### src/rtl/multicycle_mips_core.sv
// Multi-cycle MIPS-I subset core with one shared ALU and one unified memory
// port using a req/ack handshake.
// Ports:
//   clk, rst             clock, asynchronous active-high reset
//   mem_req/mem_we       memory request (held until mem_ack) / write select
//   mem_addr/mem_wdata   word-aligned byte address / store data
//   mem_rdata/mem_ack    read data / request completion
//   retire               pulse in the final cycle of each completed instruction
//   halted/trap_code     sticky halt flag / trap cause (1 illegal, 2 misaligned)
//   pc_o                 current program counter
module multicycle_mips_core #(
    parameter logic [31:0] RESET_PC    = 32'h0000_0000,
    parameter bit          ALIGN_CHECK = 1'b1,
    parameter bit          WB_R0_GUARD = 1'b1
) (
    input  logic        clk,
    input  logic        rst,
    output logic        mem_req,
    output logic        mem_we,
    output logic [31:0] mem_addr,
    output logic [31:0] mem_wdata,
    input  logic [31:0] mem_rdata,
    input  logic        mem_ack,
    output logic        retire,
    output logic        halted,
    output logic [1:0]  trap_code,
    output logic [31:0] pc_o
);
    localparam int unsigned XLEN = 32;

    localparam logic [5:0] OP_RTYPE = 6'h00, OP_J    = 6'h02, OP_BEQ  = 6'h04,
                           OP_BNE   = 6'h05, OP_ADDI = 6'h08, OP_ANDI = 6'h0C,
                           OP_ORI   = 6'h0D, OP_LUI  = 6'h0F, OP_LW   = 6'h23,
                           OP_SW    = 6'h2B;
    localparam logic [5:0] F_SLL = 6'h00, F_SRL = 6'h02, F_ADD = 6'h20,
                           F_SUB = 6'h22, F_AND = 6'h24, F_OR  = 6'h25,
                           F_SLT = 6'h2A;
    localparam logic [1:0] TRAP_ILLEGAL = 2'd1, TRAP_MISALIGN = 2'd2;

    typedef enum logic [2:0] {
        S_RST, S_FETCH, S_DECODE, S_EXEC, S_MEM, S_WB, S_HALT
    } state_t;

    state_t            state, state_nx;
    logic [XLEN-1:0]   pc, pc_nx, ir, ir_nx, a, a_nx, b, b_nx;
    logic [XLEN-1:0]   alu_out, alu_nx, mdr, mdr_nx, alu_res;
    logic [1:0]        trap_nx;
    logic [XLEN-1:0]   gpr [32];
    logic              wb_en;
    logic [4:0]        wb_idx;
    logic [XLEN-1:0]   wb_data;

    // Instruction fields
    logic [5:0]      op, funct;
    logic [4:0]      rs, rt, rd, shamt;
    logic [15:0]     imm;
    logic [XLEN-1:0] simm, zimm;

    assign op    = ir[31:26];
    assign rs    = ir[25:21];
    assign rt    = ir[20:16];
    assign rd    = ir[15:11];
    assign shamt = ir[10:6];
    assign funct = ir[5:0];
    assign imm   = ir[15:0];
    assign simm  = {{16{imm[15]}}, imm};
    assign zimm  = {16'h0000, imm};

    assign halted = (state == S_HALT);
    assign pc_o   = pc;

    function automatic logic is_legal(input logic [5:0] o, input logic [5:0] f);
        if (o == OP_RTYPE)
            return (f == F_ADD) || (f == F_SUB) || (f == F_AND) || (f == F_OR) ||
                   (f == F_SLT) || (f == F_SLL) || (f == F_SRL);
        return (o == OP_ADDI) || (o == OP_ANDI) || (o == OP_ORI) || (o == OP_LUI) ||
               (o == OP_LW)   || (o == OP_SW)   || (o == OP_BEQ) || (o == OP_BNE) ||
               (o == OP_J);
    endfunction

    // Shared ALU; branches use subtraction and test for zero
    always_comb begin
        alu_res = '0;
        case (op)
            OP_RTYPE: begin
                case (funct)
                    F_ADD:   alu_res = a + b;
                    F_SUB:   alu_res = a - b;
                    F_AND:   alu_res = a & b;
                    F_OR:    alu_res = a | b;
                    F_SLT:   alu_res = {31'b0, ($signed(a) < $signed(b))};
                    F_SLL:   alu_res = b << shamt;
                    F_SRL:   alu_res = b >> shamt;
                    default: alu_res = '0;
                endcase
            end
            OP_ADDI, OP_LW, OP_SW: alu_res = a + simm;
            OP_ANDI:               alu_res = a & zimm;
            OP_ORI:                alu_res = a | zimm;
            OP_LUI:                alu_res = {imm, 16'h0000};
            OP_BEQ, OP_BNE:        alu_res = a - b;
            default:               alu_res = '0;
        endcase
    end

    // Next-state, datapath updates and memory/retire outputs
    always_comb begin
        state_nx  = state;
        pc_nx     = pc;
        ir_nx     = ir;
        a_nx      = a;
        b_nx      = b;
        alu_nx    = alu_out;
        mdr_nx    = mdr;
        trap_nx   = trap_code;
        wb_en     = 1'b0;
        wb_idx    = (op == OP_RTYPE) ? rd : rt;
        wb_data   = (op == OP_LW) ? mdr : alu_out;
        mem_req   = 1'b0;
        mem_we    = 1'b0;
        mem_addr  = '0;
        mem_wdata = '0;
        retire    = 1'b0;
        case (state)
            S_RST: state_nx = S_FETCH;
            S_FETCH: begin
                mem_req  = 1'b1;
                mem_addr = {pc[31:2], 2'b00};
                if (mem_ack) begin
                    ir_nx    = mem_rdata;
                    pc_nx    = pc + 32'd4;
                    state_nx = S_DECODE;
                end
            end
            S_DECODE: begin
                a_nx = gpr[rs];
                b_nx = gpr[rt];
                if (!is_legal(op, funct)) begin
                    trap_nx  = TRAP_ILLEGAL;
                    state_nx = S_HALT;
                end else begin
                    state_nx = S_EXEC;
                end
            end
            S_EXEC: begin
                alu_nx = alu_res;
                case (op)
                    OP_BEQ, OP_BNE: begin
                        // pc already points past the branch
                        if ((op == OP_BEQ) == (alu_res == '0))
                            pc_nx = pc + (simm << 2);
                        retire   = 1'b1;
                        state_nx = S_FETCH;
                    end
                    OP_J: begin
                        pc_nx    = {pc[31:28], ir[25:0], 2'b00};
                        retire   = 1'b1;
                        state_nx = S_FETCH;
                    end
                    OP_LW, OP_SW: begin
                        if (ALIGN_CHECK && (alu_res[1:0] != 2'b00)) begin
                            trap_nx  = TRAP_MISALIGN;
                            state_nx = S_HALT;
                        end else begin
                            state_nx = S_MEM;
                        end
                    end
                    default: state_nx = S_WB;
                endcase
            end
            S_MEM: begin
                mem_req   = 1'b1;
                mem_we    = (op == OP_SW);
                mem_addr  = {alu_out[31:2], 2'b00};
                mem_wdata = b;
                if (mem_ack) begin
                    if (op == OP_SW) begin
                        retire   = 1'b1;
                        state_nx = S_FETCH;
                    end else begin
                        mdr_nx   = mem_rdata;
                        state_nx = S_WB;
                    end
                end
            end
            S_WB: begin
                wb_en    = !(WB_R0_GUARD && (wb_idx == 5'd0));
                retire   = 1'b1;
                state_nx = S_FETCH;
            end
            S_HALT:  state_nx = S_HALT;
            default: state_nx = S_RST;
        endcase
    end

    // State and datapath registers
    always_ff @(posedge clk or posedge rst) begin
        if (rst) begin
            state     <= S_RST;
            pc        <= RESET_PC;
            ir        <= '0;
            a         <= '0;
            b         <= '0;
            alu_out   <= '0;
            mdr       <= '0;
            trap_code <= '0;
        end else begin
            state     <= state_nx;
            pc        <= pc_nx;
            ir        <= ir_nx;
            a         <= a_nx;
            b         <= b_nx;
            alu_out   <= alu_nx;
            mdr       <= mdr_nx;
            trap_code <= trap_nx;
        end
    end

    // Register file
    always_ff @(posedge clk or posedge rst) begin
        if (rst) begin
            for (int i = 0; i < 32; i++) gpr[i] <= '0;
        end else if (wb_en) begin
            gpr[wb_idx] <= wb_data;
        end
    end

endmodule

### config.mk
export PLATFORM = sky130hd
export DESIGN_NAME = multicycle_mips_core
export DESIGN_NICKNAME = d
export VERILOG_FILES = /design/src/rtl/multicycle_mips_core.sv
export SDC_FILE = /design/constraint.sdc
export NUM_CORES = 2
export LEC_CHECK = 0
export CAP_MARGIN = 20
export CORE_MARGIN = 10
export CORE_UTILIZATION = 40
export DETAILED_ROUTE_END_ITERATION = 8
export HOLD_SLACK_MARGIN = 0.03
export PLACE_DENSITY = 0.61
export SYNTH_ARGS = -nofsm -noshare
export SYNTH_HDL_FRONTEND = slang
export SYNTH_SLANG_ARGS = --single-unit
### constraint.sdc
create_clock -name clk -period 37.4 [get_ports clk]
set_input_delay 3.74 -clock clk [delete_from_list [all_inputs] [get_ports clk]]
set_output_delay 3.74 -clock clk [all_outputs]
set_load 0.05 [all_outputs]
==> impl_metrics.json <==
{
  "areaGrowthSynthToFinish_pct": 11.3,
  "cts_tree": "done",
  "syn-cell-area_um2": 74400,
  "ys_async_sr_fraction": 1.00,
  "fin_setup_tns_ns": 0,
  "cp-end-kind": "primary output",
  "critPathSlowestCell": "clkdlybuf4s50_1",
  "wirelength_um": 294000,
  "placed_cells_incl_taps": 9292,
  "rr_startpoint": "ir[7]",
  "cp_data_arrival_time_ns": 5.55,
  "crit_family": "buffers and inverters",
  "rsz0062_at_grt": "false",
  "grt_pass1_vias": 59400,
  "via_per_inst": 6.40,
  "r2r-end": "pc_o[14]",
  "ys_seq_area_frac": 0.410,
  "critPathCapture": "retire",
  "fill_cells": 17300,
  "ctsRootBufferMaster": "clkbuf_16",
  "synth_edf_count": 0,
  "fmax_mhz": 108,
  "max_stage_delay_ns": 0.86,
  "synth_flop_cell": "dfrtp_1",
  "firstDrtPassIters": 9,
  "hold_viol_final": 0,
  "pwr_density_cell_nw_per_um2": 99.3,
  "drc": 0,
  "cts_buffer_depth": 3,
  "nets": 7172,
  "startpoint_type": "input port",
  "worstPathMaxFanout": 7,
  "crit_type": "input port to primary output",
  "vias": 61100,
  "cts.sinks": 1219,
  "power_leakage_nw": 34.2,
  "clk_pin_slew_worst_paths_ns": 0.06,
  "worst_pin_slew_ns": 1.27,
  "grt_pass1_wl_um": 427000,
  "gp_congestion": 1.04,
  "multiInputGateArea_um2": 41200,
  "synth_area_leaders": "dfrtp_1 (41%), mux4_2 (20%), a21oi_1 (4.8%)",
  "ff_latch_area_um2": 30600,
  "synth.top_cells.by_count": "dfrtp_1 (1219), nand2_1 (808), nor2_1 (791)",
  "cts_made_buffers": 137,
  "crit_start": "mem_ack",
  "post-route-cell-area_um2": 82800,
  "wl_per_cell_um": 30.8,
  "slew_violations": 0,
  "worst-path-stages": 4,
  "yosysMostFrequentCell": "dfrtp_1",
  "finalSetupViolCount": 0,
  "drt_iter0_drc": 7813,
  "initial_core_util": 0.402,
  "placed_cell_area_um2": 78200,
  "ir_worst_vdd_uv": 80.6,
  "drive_above_1_share": 0.183,
  "synthCells": 7190,
  "rows": 158,
  "ant_nets": 0,
  "ys_types": 109,
  "synth.avg_cell_area_um2": 10.4,
  "fin_ws_ns": 28.11,
  "dpl.hpwl_um": 195000,
  "cts_setup_buffers": 0,
  "preCtsSetupSlack_ns": 28.10,
  "crit_buf_inv": 2,
  "grt_antenna_before_repair": 8,
  "port_buffers": 132,
  "whs_ns": 0.395,
  "yosys_warnings": 0,
  "outcome": "finished clean",
  "synth_top_area_share": 0.410,
  "reg2reg_slack_ns": 30.05,
  "cts_hold_buf": 0,
  "ios": 137,
  "die_area_um2": 204000,
  "synth_area_leader_cell": "dfrtp_1",
  "worstHoldPathType": "flip-flop to flip-flop",
  "htree_num_levels": 4,
  "insertion_delay_ns": 0.81,
  "fin_skew_ns": 0.0465,
  "path_cells": "clkdlybuf4s50_1 > a31oi_1 > o22ai_1 > clkdlybuf4s50_1",
  "fin_cells": 9549,
  "core_area_um2": 185000,
  "reg2reg_depth": 19,
  "drv_cap": 0,
  "slew_headroom": 0.142,
  "final.period_utilization": 0.248,
  "min_period_ns": 9.29,
  "cts.repair.resized": 0,
  "grt_max_degree": 156,
  "die_x_um": 451,
  "grt_usage": 0.282,
  "grt-ovfl-total": 0,
  "fp.dieH_um": 451,
  "ys_ff_latch": 1219,
  "crit_top_cell": "clkdlybuf4s50_1",
  "crit_required_ns": 33.66
}
==> state kept, by name, summed over array words and instances (netlist names) <==
| signal | count |
|---|---|
| mdr | 32 |
| state | 3 |
| b | 32 |
| trap_code | 2 |
| alu_out | 32 |
| ir | 32 |
| gpr | 1024 |
| pc_o | 30 |
| a | 32 |
==> layout by cell type (no fill, tap or decap), types with 24 or more instances in the layout <==
cell,Yosys,layout
dfrtp_1,1219,1206
nand2_1,808,792
nor2_1,791,773
a21oi_1,711,711
mux4_2,677,677
o21ai_0,643,643
ha_1,175,175
buf_4,12,175
clkbuf_16,0,138
clkdlybuf4s50_1,0,132
inv_1,128,127
mux2i_1,142,110
nor3_1,111,107
nand3_1,86,86
mux2_2,64,64
a31oi_1,61,61
xnor2_1,55,55
a211oi_1,55,54
o211ai_1,45,45
a21o_1,43,43
a22o_1,38,38
nor2b_1,35,35
clkbuf_8,0,30
and3_1,29,28
o21a_1,27,27
a221oi_1,27,27
clkbuf_1,563,27
xor2_1,26,26
o31ai_1,25,25
nand4_1,25,25
a22oi_1,24,24
or3_1,24,24
==> stage by stage <==
| stage | util | power (W) |
|---|---|---|
| floorplan | - | 0.00516 |
| finish | 0.447 | 0.00822 |
| global route | 0.447 | 0.00858 |
| detailed placement | 0.422 | 0.00673 |
| CTS | 0.446 | 0.00811 |
| global placement | 0.422 | 0.00668 |
==> power breakdown <==
group          internal [W]  leakage (nW)  total (W)  switching, W
clock network      0.000786          2.22    0.00137      0.000583
logic               0.00178          15.7    0.00459       0.00281
registers           0.00172          16.3    0.00226      0.000536
==> cells by family (layout without fill, tap and decap cells) <==
logic type | count (synthesis) | count (layout) | share of synthesized area
other | 1 | 12 | 0.0000504
buffers and inverters | 832 | 700 | 0.0440
adders and majority gates | 179 | 179 | 0.0305
xor gates and xnor gates | 81 | 81 | 0.00953
AOI/OAI and AO/OA | 1948 | 1948 | 0.155
DFF | 1219 | 1219 | 0.410
muxes | 890 | 890 | 0.235
and+or+nand+nor | 2040 | 2040 | 0.116
==> how the worst min path moves through the flow <==
stage                    from        end  slack [ns]  cells past startpoint
floorplan           gpr[1000]  gpr[1000]        0.44                      1
global placement    gpr[1011]  gpr[1011]        0.38                      0
detailed placement  gpr[1001]  gpr[1001]        0.38                      0
CTS                 gpr[1001]  gpr[1001]        0.40                      0
global route        gpr[1011]  gpr[1011]        0.41                      0
finish              gpr[1010]  gpr[1010]        0.40                      0
==> per-layer routing <==
layer / wire length [um] / global-route usage / part of all wire / up-vias
met4: 14800 / 0.125 / 0.050 / 4
met2: 133000 / 0.435 / 0.45 / 3267
met5: 20 / 0 / 0.000068 / -
met1: 118000 / 0.385 / 0.40 / 31100
met3: 27600 / 0.0555 / 0.094 / 725
li1: - / - / - / 26000
==> cell type report <==
type,instances,area share
Multi-Input combinational cell,5142,0.497
Sequential cell,1219,0.369
Clock buffer,195,0.0479
Tap cell,2480,0.0375
Timing Repair Buffer,323,0.0356
Clock inverter,47,0.00653
Inverter,135,0.00616
Antenna cell,8,0.000242
Note: power is estimated with default switching activity, not from simulation.
